<file path="src/rtl/tiny_oram_port_arbiter.sv">
// Round-robin front end that shares one TinyORAM user interface among
// NumPorts clients. One request is in flight at a time; command, write beats
// and read beats are passed straight through to/from the owning client.
//
// state    | meaning
// ---------+---------------------------------------------------------------
// ST_IDLE  | no owner; picks the next requester starting from the RR pointer
// ST_CMD   | owner's command presented to the core, waiting for CmdReady
// ST_WDATA | BlockWords write beats forwarded from owner to core
// ST_RDATA | BlockWords read beats forwarded from core to owner
module tiny_oram_port_arbiter #(
    parameter int NumPorts     = 4,
    parameter int ORAMU        = 32,
    parameter int ORAMB        = 512,
    parameter int FEDWidth     = 64,
    parameter int BECMDWidth   = 2,
    parameter int PortAddrMode = 1
) (
    input  logic                           Clock,
    input  logic                           Reset,
    input  logic [NumPorts*BECMDWidth-1:0] PortCmd,
    input  logic [NumPorts*ORAMU-1:0]      PortPAddr,
    input  logic [NumPorts-1:0]            PortCmdValid,
    output logic [NumPorts-1:0]            PortCmdReady,
    input  logic [NumPorts*FEDWidth-1:0]   PortDataIn,
    input  logic [NumPorts-1:0]            PortDataInValid,
    output logic [NumPorts-1:0]            PortDataInReady,
    output logic [FEDWidth-1:0]            PortDataOut,
    output logic [NumPorts-1:0]            PortDataOutValid,
    input  logic [NumPorts-1:0]            PortDataOutReady,
    output logic [BECMDWidth-1:0]          Cmd,
    output logic [ORAMU-1:0]               PAddr,
    output logic                           CmdValid,
    input  logic                           CmdReady,
    output logic [FEDWidth-1:0]            DataIn,
    output logic                           DataInValid,
    input  logic                           DataInReady,
    input  logic [FEDWidth-1:0]            DataOut,
    input  logic                           DataOutValid,
    output logic                           DataOutReady,
    output logic [NumPorts-1:0]            Grant
);

    localparam int P          = $clog2(NumPorts);
    localparam int BlockWords = ORAMB / FEDWidth;
    localparam int CntW       = $clog2(BlockWords) + 1;
    localparam logic [CntW-1:0]       LastBeat   = CntW'(BlockWords - 1);
    localparam logic [BECMDWidth-1:0] CmdUpdate  = BECMDWidth'(0);
    localparam logic [BECMDWidth-1:0] CmdAppend  = BECMDWidth'(1);
    localparam logic [ORAMU-1:0]      LowAddrMsk = {ORAMU{1'b1}} >> P;

    typedef enum logic [1:0] {
        ST_IDLE  = 2'd0,
        ST_CMD   = 2'd1,
        ST_WDATA = 2'd2,
        ST_RDATA = 2'd3
    } state_t;

    state_t          state, state_nxt;
    logic [P-1:0]    owner, owner_nxt;
    logic [P-1:0]    rr, rr_nxt;
    logic [CntW-1:0] beat_cnt, beat_cnt_nxt;

    logic [BECMDWidth-1:0] cmd_arr   [NumPorts];
    logic [ORAMU-1:0]      paddr_arr [NumPorts];
    logic [FEDWidth-1:0]   din_arr   [NumPorts];

    genvar g;
    generate
        for (g = 0; g < NumPorts; g++) begin : g_unpack
            assign cmd_arr[g]   = PortCmd[g*BECMDWidth +: BECMDWidth];
            assign paddr_arr[g] = PortPAddr[g*ORAMU +: ORAMU];
            assign din_arr[g]   = PortDataIn[g*FEDWidth +: FEDWidth];
        end
    endgenerate

    logic [P-1:0]     pick;
    logic             pick_vld;
    logic [ORAMU-1:0] paddr_own;
    logic             own_is_write;

    // Owner ID replaces the top P address bits so each client gets its own region.
    assign paddr_own = (PortAddrMode != 0)
                     ? ({owner, {(ORAMU-P){1'b0}}} | (paddr_arr[owner] & LowAddrMsk))
                     : paddr_arr[owner];

    assign own_is_write = (cmd_arr[owner] == CmdUpdate) || (cmd_arr[owner] == CmdAppend);

    // Read data is broadcast; only the owner's valid bit qualifies it.
    assign PortDataOut = DataOut;

    // First requester at or after the RR pointer, wrapping around.
    always_comb begin
        pick     = rr;
        pick_vld = 1'b0;
        for (int i = 0; i < NumPorts; i++) begin
            if (!pick_vld && PortCmdValid[rr + P'(i)]) begin
                pick     = rr + P'(i);
                pick_vld = 1'b1;
            end
        end
    end

    // Next-state logic and owner-routed handshake muxing.
    always_comb begin
        state_nxt        = state;
        owner_nxt        = owner;
        rr_nxt           = rr;
        beat_cnt_nxt     = beat_cnt;
        Cmd              = '0;
        PAddr            = '0;
        CmdValid         = 1'b0;
        PortCmdReady     = '0;
        DataIn           = '0;
        DataInValid      = 1'b0;
        PortDataInReady  = '0;
        DataOutReady     = 1'b0;
        PortDataOutValid = '0;
        Grant            = '0;
        case (state)
            ST_IDLE: begin
                if (pick_vld) begin
                    owner_nxt = pick;
                    state_nxt = ST_CMD;
                end
            end
            ST_CMD: begin
                Grant[owner]        = 1'b1;
                Cmd                 = cmd_arr[owner];
                PAddr               = paddr_own;
                CmdValid            = PortCmdValid[owner];
                PortCmdReady[owner] = CmdReady;
                if (PortCmdValid[owner] && CmdReady) begin
                    rr_nxt       = owner + P'(1);
                    beat_cnt_nxt = '0;
                    state_nxt    = own_is_write ? ST_WDATA : ST_RDATA;
                end
            end
            ST_WDATA: begin
                Grant[owner]           = 1'b1;
                DataIn                 = din_arr[owner];
                DataInValid            = PortDataInValid[owner];
                PortDataInReady[owner] = DataInReady;
                if (PortDataInValid[owner] && DataInReady) begin
                    beat_cnt_nxt = beat_cnt + CntW'(1);
                    if (beat_cnt == LastBeat) begin
                        state_nxt = ST_IDLE;
                    end
                end
            end
            ST_RDATA: begin
                Grant[owner]            = 1'b1;
                DataOutReady            = PortDataOutReady[owner];
                PortDataOutValid[owner] = DataOutValid;
                if (DataOutValid && PortDataOutReady[owner]) begin
                    beat_cnt_nxt = beat_cnt + CntW'(1);
                    if (beat_cnt == LastBeat) begin
                        state_nxt = ST_IDLE;
                    end
                end
            end
            default: begin
                state_nxt = ST_IDLE;
            end
        endcase
    end

    // State, owner, RR pointer and beat counter registers.
    always_ff @(posedge Clock) begin
        if (Reset) begin
            state    <= ST_IDLE;
            owner    <= '0;
            rr       <= '0;
            beat_cnt <= '0;
        end else begin
            state    <= state_nxt;
            owner    <= owner_nxt;
            rr       <= rr_nxt;
            beat_cnt <= beat_cnt_nxt;
        end
    end

endmodule

</file>
<file path="config.mk">
export PLATFORM = sky130hd
export DESIGN_NAME = tiny_oram_port_arbiter
export DESIGN_NICKNAME = d
export VERILOG_FILES = /design/src/rtl/tiny_oram_port_arbiter.sv
export SDC_FILE = /design/constraint.sdc
export NUM_CORES = 1
export LEC_CHECK = 0
export CAP_MARGIN = 20
export CORE_AREA = 2 2 258 260
export CTS_CLUSTER_SIZE = 28
export DETAILED_ROUTE_END_ITERATION = 10
export DIE_AREA = 0 0 260 262
export PLACE_DENSITY = 0.3
export RECOVER_POWER = 25
export SYNTH_ARGS = -nofsm -noshare
export SYNTH_HDL_FRONTEND = slang
export SYNTH_SLANG_ARGS = --single-unit
</file>
<file path="constraint.sdc">
create_clock -name Clock -period 1.9 [get_ports Clock]
set_clock_uncertainty 0.05 [all_clocks]
set_input_delay 0.38 -clock Clock [delete_from_list [all_inputs] [get_ports Clock]]
set_output_delay 0.38 -clock Clock [all_outputs]
set_load 0.05 [all_outputs]
</file>
Yosys cells after proc, flatten, opt, wreduce, memory -nomap -nowiden
Cells that the tools add are included.
{"block": "op_classes", "add_sub_neg": 5, "order_cmp": 7, "eq_ne": 9, "n_mux": 53, "bitwise": 5, "n_reduce_logical": 19}
{"operator": "$mux W64", "count": 3}
{"operator": "$bmux W64 S2", "count": 1}
{"operator": "$bmux W32 S2", "count": 1}
{"operator": "$mux W30", "count": 2}
{"operator": "$mux W32", "count": 1}
{"operator": "$or A32 B30 Y32", "count": 1}
{"operator": "$mux W4", "count": 7}
{"operator": "$mux W2", "count": 11}
{"operator": "$mux W1", "count": 16}
{"operator": "$lt A2 B3 Y1 const B", "count": 5}
{"operator": "$bmux W1 S2", "count": 7}
{"operator": "$and A4 B4 Y4", "count": 3}
{"operator": "$pmux W4 S3", "count": 1}
{"operator": "$ne A2 B2 Y1 const B", "count": 4}
{"operator": "$pmux W2 S4", "count": 1}
{"operator": "$reduce_and A4 Y1", "count": 2}
{"operator": "$logic_and A1 B1 Y1", "count": 7}
{"operator": "$add A2 B1 Y2 const B", "count": 2}
{"operator": "$add A2 B2 Y2 const B", "count": 2}
{"operator": "$add A4 B1 Y4 const B", "count": 1}
{"operator": "$bmux W2 S2", "count": 1}
{"operator": "$eq A2 B1 Y1 const B", "count": 2}
{"operator": "$eq A2 B2 Y1 const B", "count": 2}
{"operator": "$eq A4 B3 Y1 const B", "count": 1}
{"operator": "10 further kinds", "count": 14}
{"block": "word_totals", "reg_bits": 10, "in_bits": 473, "out_inout_bits": 181, "wordCells": 102}

Logic depth before layout (Yosys ltp)
Gate-level depths: netlist of run 1.
{"block": "logic_depth", "word_depth": 14, "depth_mapped": 8, "ltp_nobuf": 4}

Least setup slack after synthesis of run 1
Ideal clock, no wire load.
{"block": "synth_path", "kind": "flip-flop to output port", "from": "register owner[1]", "to": "output port DataOutReady", "arrival_time_ps": 2273, "t_required_ps": 1470, "slack_ps": -803, "path_stages_with_launch": 6, "path_buffers": 3, "cell_sequence": "dfxtp_1 > buf_2 > buf_2 > buf_1 > nor2_1 > a211oi_1"}
{"block": "synth_via", "elab_chain_len": 3}
{"item": "start: declaration", "line": "60", "rtl": "logic [P-1:0] owner, owner_nxt;"}
{"item": "start signal: assignment", "line": "177", "rtl": "owner <= owner_nxt;"}
{"item": "$bmux W1 S2", "line": "153", "rtl": "DataOutReady = PortDataOutReady[owner];"}
{"item": "$mux W1 (not written as such)", "line": "153"}
{"item": "$mux W1", "line": "120", "rtl": "case (state)"}
{"item": "end: declaration", "line": "40", "rtl": "output logic DataOutReady,"}
Every way passes these cells. The select of a mux whose other input is x is not followed.

Worst setup path in the final report of run 1
{"block": "layout_path", "from": "register owner[0]", "to": "output port PAddr[13]"}
{"block": "layout_via", "elab_chain_len": 6}
{"item": "$not A2 Y3 (not written as such)", "line": "84", "rtl": "? ({owner, {(ORAMU-P){1'b0}}} | (paddr_arr[owner] & LowAddrMsk))"}
{"item": "$bmux W32 S2"}
{"item": "$mux W30 (not written as such) (2 in series)", "line": "84"}
{"item": "$or A32 B30 Y32", "line": "84"}
{"item": "$mux W32", "line": "120"}
{"item": "end: declaration", "line": "32", "rtl": "output logic [ORAMU-1:0] PAddr,"}
Every way passes these cells. The select of a mux whose other input is x is not followed.

==> summary.txt, run 1 <==
Outcome -> finished, violations left
Failing checks -> negative setup slack
Pwr Total -> 4796 uW
Relative slew slack -> 69.94%
Fmax -> 434.5 MHz
Tcrit/Tclk final -> 121.1%
Worst reg-to-reg path cell count -> 6
# clock sinks -> 10
Hold Crit Start -> beat_cnt[3]
Max-cap viol count -> 0
Fin crit period -> 2301 ps
Vias in the first global route -> 6,211
Synth Register Bits -> 10
Worst-margin pin slew -> 449.5 ps
Maximum fanout along the worst path -> 10
Placed Area -> 10,980 um^2
Post-Syn Instances -> 403
Final hold violations -> 0
Reg2reg start -> owner[0]
Worst setup SP type -> flip-flop
Worst Path Required -> 1470 ps
Wirelength per Cell -> 19.55 um
PwrDens -> 396.5 nW/um^2
DRT antenna net count -> 0
Count of cell types in the netlist -> 42
NumNets Final -> 1,370
Leak -> 0.004235 uW
TritonCTS Buffers -> 3
Crit path arrival time -> 1870 ps
RSZ-0062 raised after global routing -> yes
Syn nets -> 881
CP cell instances -> buf_12 > buf_16 > mux4_2 > and2_4 > buf_6
Worst path max stage delay -> 550 ps
Initial core utilization -> 6.676%
Setup slack after layout -> -401.4 ps
Placed instance count -> 1,733
Top FF cell, synth -> dfxtp_1
Hold Path End -> beat_cnt[3]
Tot GR Track Use -> 9.396%
Area of the die -> 68,120 um^2
Async S/R FF share, synth -> 0%
Post-Layout Cell Count -> 1,756
Yosys warns -> 0
I/O Buffers -> 517
# setup viols final -> 115
H-tree Lvls -> 1
Share of cells above drive strength 1 -> 47.70%
Synth Cell Area -> 4358 um^2
Top post-synthesis cells by area -> mux4_2, and2_1, buf_4, dfxtp_1, and3_1
Post-DR vias/cell -> 3.125
Reg-to-reg endpoint -> beat_cnt[1]
Min-Delay Path Class -> reg -> reg
Drt drc -> 0
WHS Path Cells -> 2
Die H -> 262 um
EDFF count, synth -> 0
Grt total ovfl -> 0
FP Rows -> 94
Max Buffers Root-to-Sink -> 2
Initial antenna violation count -> 8
Crit path kind -> reg -> out
Largest net degree at the start of global routing -> 38
Area leader, netlist -> mux4_2
Pre-CTS WS -> -375.9 ps
Die X -> 260 um
Routability cong. -> 0.7579
# fillers -> 7,191
Core Region -> 65,280 um^2
# IOs -> 654
Clock slew at reported path FFs -> 40 ps
Synthesized area per cell -> 10.81 um^2
Final Instance Area -> 12,100 um^2
CTS tree -> yes
Root buffer cell -> clkbuf_16
Drt pass-1 iters -> 4
CP max-delay cell -> mux4_2
Seq/Total Area, Yosys -> 4.594%
First-pass GRT wire length -> 46,040 um
1st-iter DRT viols -> 202
Slew Limit Fails -> 0
Crit path capture type -> output port
Top cell type's share of synthesized area -> 50.13%
IR Drop Worst-Case VDD -> 0.0002070 V
Vias -> 5,487
P&R area growth vs syn -> 177.6%
Worst skew pair latency -> 240 ps
DP HPWL -> 29,730 um
Total Routed Length -> 34,330 um
Reg2Reg Setup Slack -> -200 ps
## power by group
part / switching [uW] / internal, uW
clock network: 103 / 317
logic: 1800 / 2330
registers: 25.1 / 227
total: 1930 / 2870
## worst max-delay path by stage
stage / from / to / slack [ps] / cells after the start
after global routing: owner[0] / DataIn[35] / -440 / 5
after detailed placement: PortPAddr[75] / PAddr[11] / -380 / 4
final: owner[0] / PAddr[13] / -400 / 5
after CTS: owner[0] / PAddr[12] / -430 / 5
after global placement: PortPAddr[75] / PAddr[11] / -370 / 4
after floorplan: owner[0] / DataIn[0] / -240 / 5
## cell usage in the layout, fill, tap and decap left out, types with 3 or more instances in the layout
cell type / instances
a21oi_1: 5
clkdlybuf4s50_1: 398
nand2_1: 8
dfxtp_4: 3
and2_1: 10
mux2i_1: 5
and2_4: 91
buf_4: 33
mux2_4: 3
nor2_1: 3
inv_1: 5
mux4_2: 97
buf_8: 24
buf_6: 55
nor2b_4: 6
nand2b_1: 6
and3_4: 10
clkbuf_16: 5
buf_12: 69
buf_16: 3
ha_4: 4
dfxtp_1: 6
## sequential cells by signal, indices dropped and copies added, names as in the netlist
| register | flops |
|---|---|
| state | 2 |
| beat_cnt | 4 |
| owner | 2 |
| rr | 2 |
## layer usage
layer | GRT usage (%) | up-vias | wire length, um
li1 | - | 2453 | -
met1 | 10.71 | 2679 | 12950
met3 | 2.894 | 42 | 3239
met4 | 1.676 | 4 | 622
met5 | 0 | - | 27
met2 | 17.29 | 309 | 17490
## cells by family (layout without fill, tap and decap cells)
family          count (synthesis)  in the layout  share of synthesized area [%]
simple gates                  153            153                          21.71
buf+inv                       110            598                          16.08
mux                           106            106                          52.37
compound gates                 19             19                          3.819
flops                          10             10                          4.594
fa+ha+maj                       5              5                          1.436
other cells                     0              1                              0
## cells in the mapped netlist, types with 2 or more instances
master / count
and2_1: 102
mux4_2: 97
buf_4: 65
clkbuf_1: 16
buf_2: 11
and3_1: 10
dfxtp_1: 10
nand2_1: 8
nor2b_1: 8
buf_1: 7
inv_1: 7
nor2_1: 7
mux2i_1: 6
nand2b_1: 6
a21oi_1: 5
ha_1: 5
buf_6: 4
a221oi_1: 2
nor3_1: 2
nor3b_2: 2
o31ai_1: 2
## critical path, delay by kind of cell (launching register included)
kind,cells,cell delay [ps]
buffers and inverters,3,490
multiplexers,1,550
AND/OR/NAND/NOR,1,190
flip-flops,1,370
## through the flow
stage | hold WS, ps | setup TNS (ps) | util [%]
after floorplan | 387.4 | -19500 | -
after global placement | 426.9 | -18140 | 16.82
after detailed placement | 411.2 | -18180 | 16.82
after CTS | 418.8 | -36730 | 18.36
after global routing | 441.4 | -39300 | 18.53
final | 419.2 | -32190 | 18.53
## area by class of cell
type,count,area (um^2),share of cell area (%)
sequential,10,212.7,1.758
timing repair buffer,587,6779,56.04
antenna,1,2.502,0.02069
multi-input combinational,283,3895,32.20
clock buffer,4,88.84,0.7344
tap,864,1081,8.937
inverter,7,37.54,0.3103
## what timing repair did
action                     CTS  global route
hold buffers                 0             0
pin swaps                   18             9
gates cloned                 3             2
buffers inserted            16             6
gates resized for setup    206            41
setup endpoints to repair  122           125
(Power assumes the default switching activity.)
==> run 2: changes to the inputs <==
--- a/config.mk
+++ b/config.mk
@@ -5,7 +5,7 @@
 export SDC_FILE = /design/constraint.sdc
 export NUM_CORES = 1
 export LEC_CHECK = 0
-export CAP_MARGIN = 20
+export CAP_MARGIN = 15
 export CORE_AREA = 2 2 258 260
 export CTS_CLUSTER_SIZE = 28
 export DETAILED_ROUTE_END_ITERATION = 10
==> results of run 2 <==
No change in the layout: final DEF, timing and power equal those of run 1.
